File: src/rtl/piso_serializer.sv
// Parallel-in serial-out shifter with valid/ready input, a one-word holding
// buffer for gapless streaming, frame markers and a bit-strobe enable.
module piso_serializer #(
    parameter int unsigned N         = 8,
    parameter bit          MSB_FIRST = 1'b1,
    parameter logic        IDLE_VAL  = 1'b0
) (
    input  logic         clk,
    input  logic         rst,
    input  logic [N-1:0] p_in,
    input  logic         in_valid,
    output logic         in_ready,
    input  logic         en,
    output logic         s_out,
    output logic         s_valid,
    output logic         s_first,
    output logic         s_last,
    output logic         busy
);

    localparam int unsigned     CW   = $clog2(N);
    localparam logic [CW-1:0]   LAST = CW'(N - 1);

    typedef enum logic {
        ST_IDLE  = 1'b0,
        ST_SHIFT = 1'b1
    } state_t;

    state_t         state_q, state_d;
    logic [N-1:0]   sreg_q, sreg_d;
    logic [CW-1:0]  cnt_q, cnt_d;
    logic [N-1:0]   hold_q, hold_d;
    logic           hold_full_q, hold_full_d;

    logic           active;
    logic           at_last;
    logic           xfer;
    logic [N-1:0]   sreg_shifted;

    assign active   = (state_q == ST_SHIFT);
    assign at_last  = (cnt_q == LAST);
    assign in_ready = ~hold_full_q;
    assign xfer     = in_valid & ~hold_full_q;

    assign sreg_shifted = MSB_FIRST ? {sreg_q[N-2:0], 1'b0} : {1'b0, sreg_q[N-1:1]};

    always_ff @(posedge clk or posedge rst) begin
        if (rst) begin
            state_q     <= ST_IDLE;
            sreg_q      <= '0;
            cnt_q       <= '0;
            hold_q      <= '0;
            hold_full_q <= 1'b0;
        end else begin
            state_q     <= state_d;
            sreg_q      <= sreg_d;
            cnt_q       <= cnt_d;
            hold_q      <= hold_d;
            hold_full_q <= hold_full_d;
        end
    end

    always_comb begin
        state_d     = state_q;
        sreg_d      = sreg_q;
        cnt_d       = cnt_q;
        hold_d      = hold_q;
        hold_full_d = hold_full_q;

        if (active && en) begin
            if (!at_last) begin
                sreg_d = sreg_shifted;
                cnt_d  = cnt_q + CW'(1);
            end else begin
                cnt_d = '0;
                if (hold_full_q) begin
                    sreg_d      = hold_q;
                    hold_full_d = 1'b0;
                end else if (xfer) begin
                    sreg_d = p_in;
                end else begin
                    state_d = ST_IDLE;
                end
            end
        end

        // On the retiring edge an incoming word was already placed in sreg above;
        // otherwise it starts the shifter when idle or waits in hold.
        if (xfer) begin
            if (!active) begin
                sreg_d  = p_in;
                cnt_d   = '0;
                state_d = ST_SHIFT;
            end else if (!(en && at_last)) begin
                hold_d      = p_in;
                hold_full_d = 1'b1;
            end
        end
    end

    assign s_valid = active;
    assign s_out   = active ? (MSB_FIRST ? sreg_q[N-1] : sreg_q[0]) : IDLE_VAL;
    assign s_first = active & (cnt_q == '0);
    assign s_last  = active & at_last;
    assign busy    = active | hold_full_q;

endmodule

File: config.mk
export PLATFORM = sky130hd
export DESIGN_NAME = piso_serializer
export DESIGN_NICKNAME = d
export VERILOG_FILES = /design/src/rtl/piso_serializer.sv
export SDC_FILE = /design/constraint.sdc
export NUM_CORES = 1
export LEC_CHECK = 0
export CELL_PAD_IN_SITES_DETAIL_PLACEMENT = 1
export CELL_PAD_IN_SITES_GLOBAL_PLACEMENT = 1
export CORE_UTILIZATION = 37
export CTS_BUF_LIST = sky130_fd_sc_hd__clkbuf_4 sky130_fd_sc_hd__clkbuf_8 sky130_fd_sc_hd__clkbuf_16
export CTS_CLUSTER_DIAMETER = 50
export DETAILED_ROUTE_END_ITERATION = 6
export PLACE_DENSITY_LB_ADDON = 0.1
export SLEW_MARGIN = 0
export SYNTH_ARGS = -nofsm -noshare
export SYNTH_HDL_FRONTEND = slang
export SYNTH_SLANG_ARGS = --single-unit
File: constraint.sdc
create_clock -name clk -period 1.6 [get_ports clk]
set_input_delay 0.32 -clock clk [delete_from_list [all_inputs] [get_ports clk]]
set_output_delay 0.32 -clock clk [all_outputs]
set_load 0.01 [all_outputs]
==> qor.yml, run 1 <==
critPathMaxFanout: 7
yosysTopAreaCell: "dfrtp_1"
ant_nets: 0
failed_checks: "negative setup slack"
numPortBuffers: 17
dp_cells: 201
clkTransAtPathRegs_ps: 140
met2_length_mm: 1.918
critPathLaunchType: "flop"
grt_antenna_before_repair: 0
ir_drop_mv: 0.5829
maxSlewHeadroom: 0.7925
cp_num_cells: 5
start_util: 0.4020
yosysWarnings: 0
setup_slack_ps: -89.81
dr_wl_met3_um: 92
pwr-share-seq: 0.374
top_layer: "met4"
netlist_instances: 126
post-route-drc-count: 0
path_cells: "ha_4, ha_4, a211oi_4, buf_12, mux2_4"
cp_num_buf_inv: 1
grt_pass1_wl_mm: 5.851
top_level_ports: 18
die_area_mm2: 0.003664
cts_inserted_buffers: 3
p_int_mw: 1.601
p_sw_frac: 0.3772
synth-edff-count: 0
end_kind: "flop"
synth_area_leaders: "dfrtp_1, mux2_2, mux2i_1"
num-nets-final: 183
cpLargestDelayFamily: "flip-flops"
outcome: "finished, violations left"
finalClockSkew_ps: 8.028
crit_arrival_ps: 1900
syn_area_per_cell_um2: 10.06
wirelength_met1_mm: 1.634
critPathSlowestCell: "dfrtp_1"
worst_path_most_repeated_cell: "ha_4"
max_freq_mhz: 591.8
synth_seq_area_share: 0.4146
place_ws_ps: -331.4
crit_path_max_incr_delay_ps: 450
tightest_slew_ps: 310.4
cp.required_ps: 1810
setup_viol: 10
instances_no_fill: 210
worstHoldPathType: "in2async"
core_mm2: 0.003153
area_growth_pct: 42.45
grt_use_total: 0.2212
grt_max_degree: 22
synth.ff_latch_count: 21
num_rows: 20
fin_crit_ps: 1690
cts_max_level: 1
drt-total-wl_mm: 3.664
cts_root_buf: "clkbuf_4"
power.density_mw_per_mm2: 1424
yosysMostFrequentCell: "dfrtp_1"
clock_path_buffers: 2
fin_crit_sh: 1.056
cts_sinks: 21
p_sw_mw: 0.9700
rsz0062_at_grt: "yes"
ys_types: 31
drt_iter0_drc: 44
drv_slew: 0
hold_buffers: 0
final_hold_viol_count: 0
viasPerCell: 5.400
p_comb_frac: 0.519
die_height_um: 60.53
drt-pass1-iter-count: 4
diodes: 0
cts_tree: "built"
grt_pass1_vias: 1285
wl_per_cell_um: 17.45
crit_type: "reg2reg"
clkPwrFrac: 0.107
clkLatencyLatePin_ps: 310
die_width_um: 60.53
drive_gt1_frac: 0.3614
async_flop_share: 1.000
synth_area_mm2: 0.001267
maxCapViolCount: 0
grt-ovfl-total: 0
leakage_nw: 0.7935
gp_congestion: 0.7853
synth.top_cells.by_count: "dfrtp_1, mux2_2, nand2_1"
synth_top_flop_cell: "dfrtp_1"
syn-num-nets: 142
hpwl_mm: 2.442
synth_top_cell_area_share: 0.4146
reg2regPathDepth: 5
num_vias: 1134
## repair_timing
item / in CTS / in global routing
pin swaps: 1 / 6
resized for setup: 18 / 28
setup endpoints to repair: 16 / 20
buffers inserted: 5 / 0
## per-layer routing
metal  up-vias  GRT usage
met5         -          0
met4         0     0.1071
met3         2    0.02559
met2        18     0.3925
met1       580     0.2653
li1        534          -
## final timing paths
path                       startpoint        end  slack [ps]
max                          cnt_q[0]  hold_q[5]         -90
min                               rst  sreg_q[6]         330
max reg2reg                  cnt_q[0]  hold_q[5]         -90
min reg2reg                 hold_q[5]  hold_q[5]         520
max in group asynchronous         rst    s_valid        1040
min in group clk             in_valid    s_valid         490
## final cells by class
cell class	count	area, µm²
clock buffer	3	22.52
inverter	6	27.53
tap	44	55.05
fill	378	1348
timing repair buffer	43	392.9
sequential	21	525.5
clock inverter	1	5.005
multi-input combinational	92	777.0
## power groups by stage
stage / combinational (mW) / sequential (mW) / clock, mW
after floorplan: 0.694 / 0.896 / 0
after global placement: 1.07 / 0.929 / 0
after detailed placement: 1.11 / 0.938 / 0
after CTS: 1.16 / 0.923 / 0.296
after global routing: 1.47 / 0.993 / 0.315
final: 1.33 / 0.961 / 0.276
## flip-flops by register name, summed over array words and instances, names as in the netlist
signal       count
hold_q           8
sreg_q           8
cnt_q            3
hold_full_q      1
s_valid          1
## tightest hold or removal path, cell delays in order
cell and delay [ps]:
clkdlybuf4s50_1 400, inv_1 50, buf_4 280
## cell families after synthesis
logic type	share of synthesized area
buffers and inverters	0.04936
muxes	0.1540
adders and majority gates	0.03949
AOI/OAI and AO/OA	0.1708
DFF	0.4146
and+or+nand+nor	0.1718
## metrics by stage
stage,hold WS (ps),TNS [ps],power (mW),utilization,instance area [µm²]
after floorplan,296.5,-427.2,1.590,-,1275
after global placement,483.9,-4546,1.999,0.5206,1642
after detailed placement,490.8,-4890,2.051,0.5206,1642
after CTS,323.6,-641.7,2.380,0.5421,1709
after global routing,350.3,-1348,2.780,0.5726,1805
final,329.4,-773.1,2.571,0.5726,1805
## placed cells by master (no fill, tap or decap), types with 2 or more instances in the layout
master           Yosys  final
nor3_1               2      2
dfrtp_1             21     21
inv_4                0      2
nor2_1               6      6
o211ai_1             4      4
o21ai_1              0      2
buf_6                1      3
buf_12               0      2
buf_4                1     20
inv_2                0      2
nand2b_1             9      9
nor3b_2              1      2
mux2_2              12      4
a21oi_1              8      7
a211oi_1             2      2
inv_1                6      2
o2111a_1             3      3
mux2_4               0      8
clkdlybuf4s50_1      0     10
mux2i_1              6      6
dlygate4sd2_1        0      3
o21ai_0              7      5
clkbuf_4             0      3
and2_1               2      2
ha_4                 0      4
nand3_1              6      6
nand2_1             10     10
buf_2                2      2
Note: power is estimated with default switching activity, not from simulation.
==> inputs of run 2 (changes only) <==
Settings changed: HOLD_SLACK_MARGIN set to 0.08, PLACE_DENSITY set to 0.79, PLACE_DENSITY_LB_ADDON 0.1 to unset.
==> run 2 against run 1 <==
Effect of this change:
- the flow still finishes with violations (negative setup slack)
- first-iteration DRC count unchanged
- critical path type is now reg2out
- critical endpoint is now s_last
- final area down 1.6%
- critical path depth unchanged
- clock power about the same
- global-route usage down 0.21 points
- clock skew down 1.6 ps
- non-clock buffer count down 1
==> qor.yml, run 2 (synthesized netlist as in run 1, its figures left out) <==
setup_slack_ps: -117.0  # -27.20 ps
cts_tree: "built"
grt_use_total: 0.2191  # -0.002094
crit_arrival_ps: 1400  # -500 ps
ir_drop_mv: 0.8223  # +41%
tightest_slew_ps: 409.1  # +98.68 ps
holdWs_ps: 326.3  # -3.063 ps
end_kind: "output pin"
crit_type: "reg2out"
largestRegisters: "hold_q x8, sreg_q x8, cnt_q x3"
cts_root_buf: "clkbuf_4"
multi_input_area_um2: 767.0  # -1.3%
power.density_mw_per_mm2: 1495  # +5.0%
hpwl_mm: 2.587  # +5.9%
instances_no_fill: 209  # -0.48%
num-nets-final: 182  # -0.55%
finalClockSkew_ps: 6.470  # -1.557 ps
diodes: 0  # unchanged
drt-pass1-iter-count: 4  # unchanged
max_freq_mhz: 582.4  # -1.6%
num_vias: 1164  # +2.6%
drt_iter0_drc: 44  # unchanged
cp.required_ps: 1280  # -530 ps
area_growth_pct: 40.18
top_level_ports: 18  # unchanged
core_mm2: 0.003153  # unchanged
clkLatencyLatePin_ps: 320  # about the same
fin_crit_ps: 1717  # +27.20 ps
critPathLaunchType: "flop"
start_util: 0.4020  # unchanged
drt-total-wl_mm: 4.169  # +14%
cts_sinks: 21  # unchanged
num_rows: 20  # unchanged
maxCapViolCount: 0  # unchanged
grt-ovfl-total: 0  # unchanged
clock_path_buffers: 2  # unchanged
clkTransAtPathRegs_ps: 130  # about the same
finalSetupTns_ps: -1178  # -404.8 ps
rsz0062_at_grt: "yes"
final_hold_viol_count: 0  # unchanged
fin_total_pwr_mw: 2.657  # +3.3%
final_util: 0.5635  # -0.009127
cts_max_level: 1  # unchanged
viasPerCell: 5.569  # +3.1%
setup_viol: 16  # +6
layout_common_cells: "dfrtp_1, buf_4, clkdlybuf4s50_1, nand2_1, nand2b_1"
failed_checks: "negative setup slack"
drv_slew: 0  # unchanged
grt_pass1_wl_mm: 5.789  # -1.1%
gp_congestion: 0.8386  # +6.8%
maxSlewHeadroom: 0.7261  # -0.06648
die_height_um: 60.53  # unchanged
fillers: 361  # -4.5%
hold_buffers: 0  # unchanged
numPortBuffers: 17  # unchanged
ant_nets: 0  # unchanged
wl_per_cell_um: 19.95  # +14%
grt_antenna_before_repair: 0  # unchanged
cts_inserted_buffers: 3  # unchanged
die_area_mm2: 0.003664  # unchanged
die_width_um: 60.53  # unchanged
worstHoldPathType: "in2async"
leakage_nw: 0.7757  # -2.3%
regArea_um2: 525.5  # unchanged
drive_gt1_frac: 0.3394  # -0.02205
outcome: "finished, violations left"
final_common_cell: "dfrtp_1"
grt_pass1_vias: 1249  # -2.8%
fin_crit_sh: 1.073  # +0.01700
post-route-drc-count: 0  # unchanged
grt_max_degree: 22  # unchanged
critPathMaxFanout: 2  # -5
dp_cells: 200  # -0.50%
[run 2: cell type report]
class | instances | share of cell area
multi-input cells | 92 | 0.4317
flip-flops and latches | 21 | 0.2958
repair buffers | 42 | 0.2120
well taps | 44 | 0.03099
inverters | 6 | 0.01408
clock buffers | 3 | 0.01268
clock inverters | 1 | 0.002817
[run 2: metal layers]
metal | share of wire | GRT usage | wire [µm]
met5 | 0 | 0 | 0
met4 | 0.016 | 0.05519 | 66
met3 | 0.047 | 0.04904 | 195
met2 | 0.51 | 0.3815 | 2117
met1 | 0.43 | 0.2754 | 1790
[run 2: path summary, 6_finish.rpt]
check	cells past startpoint	slack (ps)	end	start
worst min register to register	1	520	hold_q[3]	hold_q[3]
worst max register to register	5	-110	hold_q[2]	cnt_q[1]
worst max-delay path	5	-120	s_last	cnt_q[1]
max in group asynchronous	3	1040	hold_full_q	rst
worst min-delay path	3	330	hold_q[6]	rst
min in group clk	1	520	hold_q[3]	hold_q[3]
[run 2: worst max-delay path: stages (launching register included)]
cell	delay (ps)
dfrtp_1	460
ha_4	210
ha_4	160
inv_1	70
nor2_1	40
buf_2	130
[run 2: where the power goes]
part           switching (mW)  internal (mW)
logic                   0.643          0.756
registers               0.217          0.766
clock network           0.181         0.0936
[run 2: per-stage QoR]
| step | worst slack (ps) | area (µm²) |
|---|---|---|
| after floorplan | -58.97 | 1275 |
| after global placement | -233.2 | 1634 |
| after detailed placement | -309.3 | 1634 |
| after CTS | -112.0 | 1695 |
| after global routing | -169.0 | 1777 |
| final | -117.0 | 1777 |
[run 2: what timing repair did]
action / CTS / global route
buffers inserted: 4 / 1
setup endpoints to repair: 18 / 17
gates resized for setup: 19 / 19
pin swaps: 0 / 4
cloned: 0 / 0
